### config.mk
export PLATFORM = sky130hd
export DESIGN_NAME = random_range_generator
export DESIGN_NICKNAME = d
export VERILOG_FILES = /design/src/rtl/random_range_generator.sv
export SDC_FILE = /design/constraint.sdc
export NUM_CORES = 1
export LEC_CHECK = 0
export ABC_AREA = 1
export BUFFER_PORTS_ARGS = -buffer_cell sky130_fd_sc_hd__buf_2
export CORE_MARGIN = 2
export CORE_UTILIZATION = 55
export CTS_BUF_LIST = sky130_fd_sc_hd__clkbuf_2 sky130_fd_sc_hd__clkbuf_4 sky130_fd_sc_hd__clkbuf_8
export CTS_CLUSTER_DIAMETER = 120
export DETAILED_ROUTE_END_ITERATION = 8
export PLACE_DENSITY = 0.74
export SKIP_CTS_REPAIR_TIMING = 1
export SYNTH_ARGS = -nofsm -noshare
export SYNTH_HDL_FRONTEND = slang
export SYNTH_SLANG_ARGS = --single-unit
### constraint.sdc
create_clock -name in_clock -period 7.4 [get_ports in_clock]
set_clock_uncertainty 0.05 [all_clocks]
set_input_delay 0.37 -clock in_clock [delete_from_list [all_inputs] [get_ports in_clock]]
set_output_delay 0.37 -clock in_clock [all_outputs]
set_load 0.03 [all_outputs]
### src/rtl/random_range_generator.sv
// Uniform-ish random number generator: a Fibonacci-style LFSR draw reduced modulo
// (max - min + 1) by restoring division, then offset by min.
//
// state    | meaning
// ---------+-----------------------------------------------------------
// S_IDLE   | waiting for a request; seed loads accepted here only
// S_DRAW   | advance LFSR once, latch dividend and range
// S_REDUCE | one restoring-division quotient bit per cycle (WIDTH cycles)
// S_DONE   | result held; out_valid rises one cycle after entry
module random_range_generator #(
   parameter int               WIDTH        = 16,
   parameter logic [WIDTH-1:0] TAP_MASK     = 16'hD008,
   parameter logic [WIDTH-1:0] SEED_DEFAULT = WIDTH'(1)
) (
   input  logic                    in_clock,
   input  logic                    in_reset,
   input  logic                    in_seed_load,
   input  logic        [WIDTH-1:0] in_seed,
   input  logic                    in_request,
   input  logic signed [WIDTH-1:0] in_min,
   input  logic signed [WIDTH-1:0] in_max,
   input  logic                    in_ready,
   output logic                    out_busy,
   output logic                    out_valid,
   output logic signed [WIDTH-1:0] out_random,
   output logic                    out_error
);

   localparam int CW = $clog2(WIDTH + 1);

   typedef enum logic [1:0] {S_IDLE, S_DRAW, S_REDUCE, S_DONE} state_t;

   state_t                    r_state;
   state_t                    w_next_state;
   logic        [WIDTH-1:0]   r_lfsr;
   logic signed [WIDTH-1:0]   r_min;
   logic signed [WIDTH-1:0]   r_max;
   logic        [WIDTH:0]     r_range;
   logic        [WIDTH-1:0]   r_rem;
   logic        [WIDTH-1:0]   r_dividend;
   logic        [CW-1:0]      r_count;
   logic                      r_valid;
   logic                      r_error;
   logic signed [WIDTH-1:0]   r_random;

   logic        [WIDTH-1:0]   w_lfsr_step;
   logic        [WIDTH-1:0]   w_seed_fixed;
   logic                      w_bad_range;
   logic        [WIDTH:0]     w_range;
   logic        [WIDTH:0]     w_trial;
   logic        [WIDTH-1:0]   w_rem_next;
   logic        [WIDTH-1:0]   w_result;

   assign w_lfsr_step  = {r_lfsr[WIDTH-2:0], ^(r_lfsr & TAP_MASK)};
   assign w_seed_fixed = (in_seed == '0) ? WIDTH'(1) : in_seed;
   assign w_bad_range  = (in_min > in_max);

   // Sign-extended difference in WIDTH+1 bits so a full 2^WIDTH span is exact.
   assign w_range    = {r_max[WIDTH-1], r_max} - {r_min[WIDTH-1], r_min} + (WIDTH+1)'(1);
   assign w_trial    = {r_rem, r_dividend[WIDTH-1]};
   assign w_rem_next = WIDTH'((w_trial >= r_range) ? (w_trial - r_range) : w_trial);
   assign w_result   = r_min + w_rem_next;

   always_comb begin
      w_next_state = r_state;
      case (r_state)
         S_IDLE:   if (in_request) w_next_state = w_bad_range ? S_DONE : S_DRAW;
         S_DRAW:   w_next_state = S_REDUCE;
         S_REDUCE: if (r_count == '0) w_next_state = S_DONE;
         S_DONE:   if (r_valid && in_ready) w_next_state = S_IDLE;
         default:  w_next_state = S_IDLE;
      endcase
   end

   always_ff @(posedge in_clock) begin
      if (in_reset) begin
         r_state    <= S_IDLE;
         r_lfsr     <= SEED_DEFAULT;
         r_min      <= '0;
         r_max      <= '0;
         r_range    <= '0;
         r_rem      <= '0;
         r_dividend <= '0;
         r_count    <= '0;
         r_valid    <= 1'b0;
         r_error    <= 1'b0;
         r_random   <= '0;
      end else begin
         r_state <= w_next_state;
         case (r_state)
            S_IDLE: begin
               if (in_seed_load) r_lfsr <= w_seed_fixed;
               if (in_request) begin
                  r_min   <= in_min;
                  r_max   <= in_max;
                  r_error <= w_bad_range;
                  if (w_bad_range) r_random <= in_min;
               end
            end
            S_DRAW: begin
               r_lfsr     <= w_lfsr_step;
               r_dividend <= w_lfsr_step;
               r_rem      <= '0;
               r_range    <= w_range;
               r_count    <= CW'(WIDTH - 1);
            end
            S_REDUCE: begin
               r_rem      <= w_rem_next;
               r_dividend <= {r_dividend[WIDTH-2:0], 1'b0};
               if (r_count == '0) r_random <= w_result;
               else               r_count  <= r_count - 1'b1;
            end
            S_DONE: begin
               // out_valid lags DONE entry by one cycle to give the fixed latency.
               if (!r_valid)      r_valid <= 1'b1;
               else if (in_ready) r_valid <= 1'b0;
            end
            default: ;
         endcase
      end
   end

   assign out_busy   = (r_state != S_IDLE);
   assign out_valid  = r_valid;
   assign out_random = r_random;
   assign out_error  = r_error;

endmodule

==> metrics.yaml, run 1 <==
min_path:
  hold_path_startpoint: "in_max[13]"
  hp-class: "in -> reg"
critical_path:
  arrival_ns: 4.24
  cp-start-kind: "flop"
  required_ns: 7.70
  reg2reg_from: "r_range[8]$_SDFFE_PP0P_"
  crit_path_start: "r_range[8]$_SDFFE_PP0P_"
  critPathKind: "reg -> reg"
  cpMostUsedCell: "nand2_1"
  worstPathMaxFanout: 23
  cp-end-kind: "flop"
  cpMaxStageDelayCell: "inv_4"
  critical-path-max-stage-delay_ns: 0.39
power:
  power_switching_mw: 2.39
  pwr-share-seq_pct: 21.0
  swShare_pct: 51.4
  p_clk_share_pct: 14.4
  p_int_mw: 2.25
  power.density_nw_per_um2: 506
  power.leakage_nw: 4.60
  p_comb_share_pct: 64.6
  peakVddDrop_uv: 392
floorplan:
  dieArea_um2: 16100
  fp.dieH_um: 127
  rows: 44
  core_um2: 14600
  die_w_um: 127
  pin_count: 72
  initial_core_util_pct: 56.8
yosys:
  synthXorXnorAreaFrac_pct: 3.05
  muxShareOfSynthArea_pct: 0
  synth-simple-area-share_pct: 23.8
  syn-num-nets: 1358
  syn_area_per_cell_um2: 6.85
  ys_ff_latch: 122
  synthCells: 1215
  ys_seq_area_share_pct: 29.4
  synth_top_family_by_area: "simple AND/OR/NAND/NOR gates"
  yosys_warnings: 0
  netlist_area_um2: 8320
  netlist-cell-type-count: 51
  synth_adder_area_share_pct: 13.8
  synth_compound_area_share_pct: 19.5
grt:
  top_usage_layer: "met2"
  grt_pass1_wl_mm: 35.1
  gr-usage-met2_pct: 41.0
  grt_pass1_vias: 7206
  grt_max_degree: 71
  grt_overflow: 0
  antenna_found_initial: 0
  grtUsageMet3_pct: 4.19
  gr-usage-met1_pct: 39.3
  grt_use_total_pct: 26.9
place:
  dpl_cell_area_um2: 8730
  finalWeightedCongestion: 0.955
  post-place-ws_ns: 3.53
  port_buffers: 71
  dp_hpwl_mm: 15.6
clock_tree:
  clk_pin_slew_ns: 0.08
  clk_latency_ns: 0.46
  cts_max_level: 4
  numCtsBuffers: 17
  root_buffer: "clkbuf_8"
  clockBufferDepth: 2
  cts_tree: "built"
  cts_sinks: 122
sta:
  finalCriticalPeriod_ns: 3.94
  setup_viol: 0
  fin_crit_sh_pct: 53.3
  rsz0062_at_grt: "no"
  slew_headroom_pct: 27.2
  tightest_slew_ns: 1.09
  finalMaxSlewViolations: 0
  fin_tns_setup_ns: 0
  max_freq_ghz: 0.254
  hold_ws_ns: 0.108
  finalHoldViolCount: 0
  fin_ws_ns: 3.46
cells_and_area:
  final_layout_size_suffix_gt1_share_pct: 12.3
  fin_util_pct: 62.6
  final_area_um2: 9170
  diodes: 0
  synthToLayoutAreaGrowth_pct: 10.2
  nets: 1409
status:
  status: "completed"
routing:
  wl_mm: 20.8
  avgViaCountPerCell: 5.38
  drt_iter0_drc: 544
  routedWlPerCell_um: 14.2
  firstDrtPassIters: 8
  num_vias: 7871
  drc_errors: 0
  ant_nets: 0
job:
  drv_cap: 0
[logic make-up after synthesis]
| logic type | count (synthesis) |
|---|---|
| flip-flops | 122 |
| buffers and inverters | 217 |
| AND/OR/NAND/NOR | 472 |
| AO/OA/AOI/OAI | 285 |
| adder cells (fa/ha/maj) | 90 |
| XOR/XNOR | 29 |
[stage by stage]
stage / instances / total power [mW]
after global placement: 1431 / 3.91
after CTS: 1463 / 4.62
final: 1463 / 4.64
after floorplan: 1215 / 3.34
after detailed placement: 1431 / 3.92
after global routing: 1463 / 5.07
[worst max-delay path, delay by kind of cell (launching register included)]
| kind | cells | cell delay (ns) |
|---|---|---|
| flops | 1 | 0.31 |
| compound gates | 2 | 0.34 |
| simple gates | 18 | 1.80 |
| buf+inv | 4 | 0.55 |
| fa+ha+maj | 3 | 0.79 |
[registers in the layout, indices dropped and copies added, names as in the netlist, 2 cells and up]
signal and cells:
out_random 16, r_count 5, r_dividend 16, r_lfsr 16
r_max 16, r_min 16, r_range 17, r_rem 16
r_state 2
[synth_stat cells, drive strengths merged]
| library cell | instances | share of area [%] |
|---|---|---|
| or2 | 5 | 0.38 |
| nand2 | 312 | 14 |
| o221ai | 1 | 0.11 |
| fa | 3 | 0.72 |
| xnor2 | 17 | 1.8 |
| o211ai | 13 | 1.2 |
| nand3b | 9 | 0.96 |
| xor2 | 12 | 1.3 |
| and2 | 1 | 0.075 |
| nor3 | 6 | 0.36 |
| a31o | 1 | 0.11 |
| clkbuf | 30 | 1.4 |
| ha | 87 | 13 |
| nand3 | 56 | 3.4 |
| nor2 | 73 | 3.5 |
| a211oi | 4 | 0.36 |
| o21bai | 1 | 0.090 |
| nand4 | 5 | 0.45 |
| a21boi | 2 | 0.18 |
| dfxtp | 122 | 29 |
| o22ai | 2 | 0.15 |
| o31ai | 1 | 0.090 |
| o21ai | 102 | 6.8 |
| nor4 | 4 | 0.30 |
| buf | 14 | 1.2 |
| and3 | 1 | 0.075 |
| clkinv | 2 | 0.090 |
| inv | 171 | 7.8 |
| o21a | 2 | 0.18 |
| a31oi | 4 | 0.38 |
| a221oi | 6 | 0.63 |
| a21oi | 143 | 9.1 |
| a21o | 3 | 0.27 |
[cell type report]
| class | count | area, µm² |
|---|---|---|
| clock buffers | 21 | 283 |
| clock inverters | 11 | 156 |
| fillers | 1374 | 5480 |
| inverters | 173 | 654 |
| multi-input cells | 876 | 5010 |
| flip-flops and latches | 122 | 2440 |
| well taps | 184 | 230 |
| repair buffers | 76 | 393 |
[metal layers]
layer  vias up  wire length, µm  share of wire (%)
met4         0              331                1.6
li1       4089                -                  -
met3        28             1300                6.2
met5         -                0                  0
met1      3534            10200                 49
met2       220             8960                 43
[power groups by stage]
stage | registers (mW) | logic (mW) | clock network, mW
finish | 0.975 | 3.00 | 0.667
global route | 0.997 | 3.37 | 0.705
CTS | 0.973 | 2.97 | 0.676
detailed placement | 0.986 | 2.94 | 0
global placement | 0.983 | 2.92 | 0
floorplan | 1.02 | 2.32 | 0
[final timing paths]
kind	to	slack, ns	cells after the start
worst min register to register	r_max[15]$_SDFFE_PP0P_	0.42	2
worst max register to register	out_random[12]$_SDFFE_PP0P_	3.46	27
worst max-delay path	out_random[12]$_SDFFE_PP0P_	3.46	27
worst min-delay path	r_max[13]$_SDFFE_PP0P_	0.11	3
[layout by cell type, fill, tap and decap left out, types with 5 or more instances in the layout]
cell and instances:
a21oi_1 133, inv_6 5, a21oi_2 10, nand3_1 56
nor3_1 6, nand2_1 306, o21ai_2 11, o211ai_1 13
buf_2 71, a221oi_1 6, clkbuf_8 20, dfxtp_1 122
nor2_1 69, nand2_2 5, o21ai_0 86, buf_4 5
xnor2_1 17, nand3b_1 8, ha_1 87, xor2_1 12
inv_1 161, inv_2 8
(Power assumes the default switching activity.)
==> run 2, diff against run 1 <==
Settings changed: ABC_AREA 1 to 0, PLACE_DENSITY 0.74 to 0.75.
Clock period 7.4 ns to 3.65 ns, I/O delays scaled along.
==> metrics.yaml, run 2 <==
critical_path:
  rr_endpoint: "out_random[13]$_SDFFE_PP0P_"
  worst-path-buf-inv: 2
  cpMostUsedCell: "a211oi_2"
  required_ns: 3.97
  cp-start-kind: "flop"
  crit_path_start: "r_range[8]$_SDFFE_PP0P_"
  cp-end-kind: "flop"
  r2r_cells: 18
  r2r_slack_ns: -0.27
  critPathKind: "reg -> reg"
  path_cells: "inv_2 -> ha_4 -> nand3_4 -> nor4_4 -> a211oi_2 -> o21a_2 -> o211ai_4 -> buf_6 -> mux2_4 -> ha_2 -> nor3_2 -> o21ai_2 -> a41oi_2 -> a21oi_2 -> a31oi_1 -> xnor2_1 -> mux2i_1 -> a211oi_2"
  cp_top_family: "compound AO/OA/AOI/OAI gates"
  cp_num_cells: 18
  worstPathMaxFanout: 6
  arrival_ns: 4.24
  reg2reg_from: "r_range[8]$_SDFFE_PP0P_"
  cpMaxStageDelayCell: "dfxtp_2"
  critical-path-max-stage-delay_ns: 0.35
status:
  failed_checks: "negative hold slack, negative setup slack"
  status: "complete, but fails checks"
yosys:
  ys_seq_area_share_pct: 30.2
  ys_ff_latch: 122
  netlist-cell-type-count: 75
  synth_top_area_share_pct: 30.2
  async_flop_share_pct: 0
  syn_area_per_cell_um2: 8.30
  ys_dominant_reg_cell: "dfxtp_1"
  synth_most_common_cell: "dfxtp_1"
  synth_enable_flop_cells: 0
  netlist_area_um2: 8080
  synth_top_cell_by_area: "dfxtp_1"
  yosys-top-cells-area: "dfxtp_1, ha_1, mux2i_1"
  synth_common_cells: "dfxtp_1, nand2_1, nor2_1"
  synthCells: 973
  yosys_warnings: 0
  syn-num-nets: 1116
floorplan:
  dieArea_um2: 15700
  core_um2: 14400
  rows: 44
  initial_core_util_pct: 56.0
  pin_count: 72
  die_w_um: 125
  fp.dieH_um: 125
routing:
  drc_errors: 0
  drt_iter0_drc: 428
  num_vias: 7636
  routedWlPerCell_um: 16.0
  avgViaCountPerCell: 5.64
  wl_mm: 21.6
  firstDrtPassIters: 5
  ant_nets: 0
place:
  post-place-ws_ns: -0.354
  dp.cells: 1283
  finalWeightedCongestion: 0.894
  port_buffers: 71
  dp_hpwl_mm: 15.0
cells_and_area:
  multiInputGateArea_um2: 5630
  final_layout_size_suffix_gt1_share_pct: 26.4
  seq_area_um2: 2450
  final_cells: 1354
  nets: 1300
  final_common_cell: "dfxtp_1"
  largest_register: "r_range"
  final_cell_mix: "dfxtp_1, nand2_1, buf_4, nor2_1, a21oi_1"
  filler_cell_count: 1083
  synthToLayoutAreaGrowth_pct: 29.3
  diodes: 0
  largest_register_ffs: 17
  fin_util_pct: 72.4
clock_tree:
  clk_latency_ns: 0.45
  clk_pin_slew_ns: 0.08
  clockBufferDepth: 2
  numCtsBuffers: 17
  cts_tree: "built"
  cts_max_level: 4
  root_buffer: "clkbuf_8"
  cts_sinks: 122
sta:
  setup_viol: 7
  fin_ws_ns: -0.266
  tightest_slew_ns: 1.11
  finalHoldViolCount: 2
  max_freq_ghz: 0.255
  fin_crit_sh_pct: 107
  slew_headroom_pct: 25.5
  finalCriticalPeriod_ns: 3.92
  hold_ws_ns: -0.0194
  rsz0062_at_grt: "yes"
  finalMaxSlewViolations: 0
grt:
  grt_use_total_pct: 26.2
  grt_overflow: 0
  grt_pass1_wl_mm: 33.7
  grt_pass1_vias: 7089
  antenna_found_initial: 0
  grt_max_degree: 87
min_path:
  hold_end: "out_valid$_SDFFE_PP0N_"
  hp-class: "in -> reg"
  hold_path_startpoint: "in_ready"
  holdPathStages: 4
job:
  drv_cap: 0
run 2: worst max path at each step:
stage	slack (ns)	endpoint
final	-0.27	out_random[13]$_SDFFE_PP0P_
after global routing	-0.44	out_random[13]$_SDFFE_PP0P_
after CTS	-0.37	out_random[13]$_SDFFE_PP0P_
after detailed placement	-0.35	out_random[13]$_SDFFE_PP0P_
after global placement	-0.18	out_random[13]$_SDFFE_PP0P_
after floorplan	-0.20	out_random[14]$_SDFFE_PP0P_
run 2: cells by family (layout without fill, tap and decap cells):
kind of cell,count (synthesis),in the layout,synth area share (%)
AND/OR/NAND/NOR,290,290,15.7
adder cells (fa/ha/maj),90,90,14.2
AO/OA/AOI/OAI,250,250,21.2
XOR/XNOR,38,38,4.29
multiplexers,67,67,8.69
buffers and inverters,116,313,5.64
flip-flops,122,122,30.2
run 2: through the flow:
| stage | TNS, ns | cell area (µm²) |
|---|---|---|
| final | -1.48 | 10400 |
| after global routing | -3.01 | 10400 |
| after CTS | -1.98 | 9780 |
| after detailed placement | -1.85 | 9400 |
| after global placement | -0.868 | 9400 |
| after floorplan | -0.469 | 8240 |
run 2: final cells by class:
type	count	area share (%)
Multi-Input combinational cell	735	53.9
Timing Repair Buffer	209	14.1
Clock inverter	14	1.41
Tap cell	184	2.20
Inverter	72	2.59
Clock buffer	18	2.31
Sequential cell	122	23.5
run 2: worst min-delay path: cells and delay by family:
kind | cells | cell delay (ns)
AO/OA/AOI/OAI | 1 | 0.07
buffers and inverters | 1 | 0.09
AND/OR/NAND/NOR | 2 | 0.10
run 2: per-layer routing:
layer	wire length (µm)	share of wire (%)	vias up	global-route usage [%]
met2	10000	47	190	41.5
met5	0	0	-	0
met4	401	1.9	0	7.19
met1	10300	47	3587	36.8
li1	-	-	3826	-
met3	896	4.1	33	4.92
Power of run 2 is left out: the tool's default activity adds up to more than one toggle a clock period on the data nets, which glitch-free logic cannot reach.
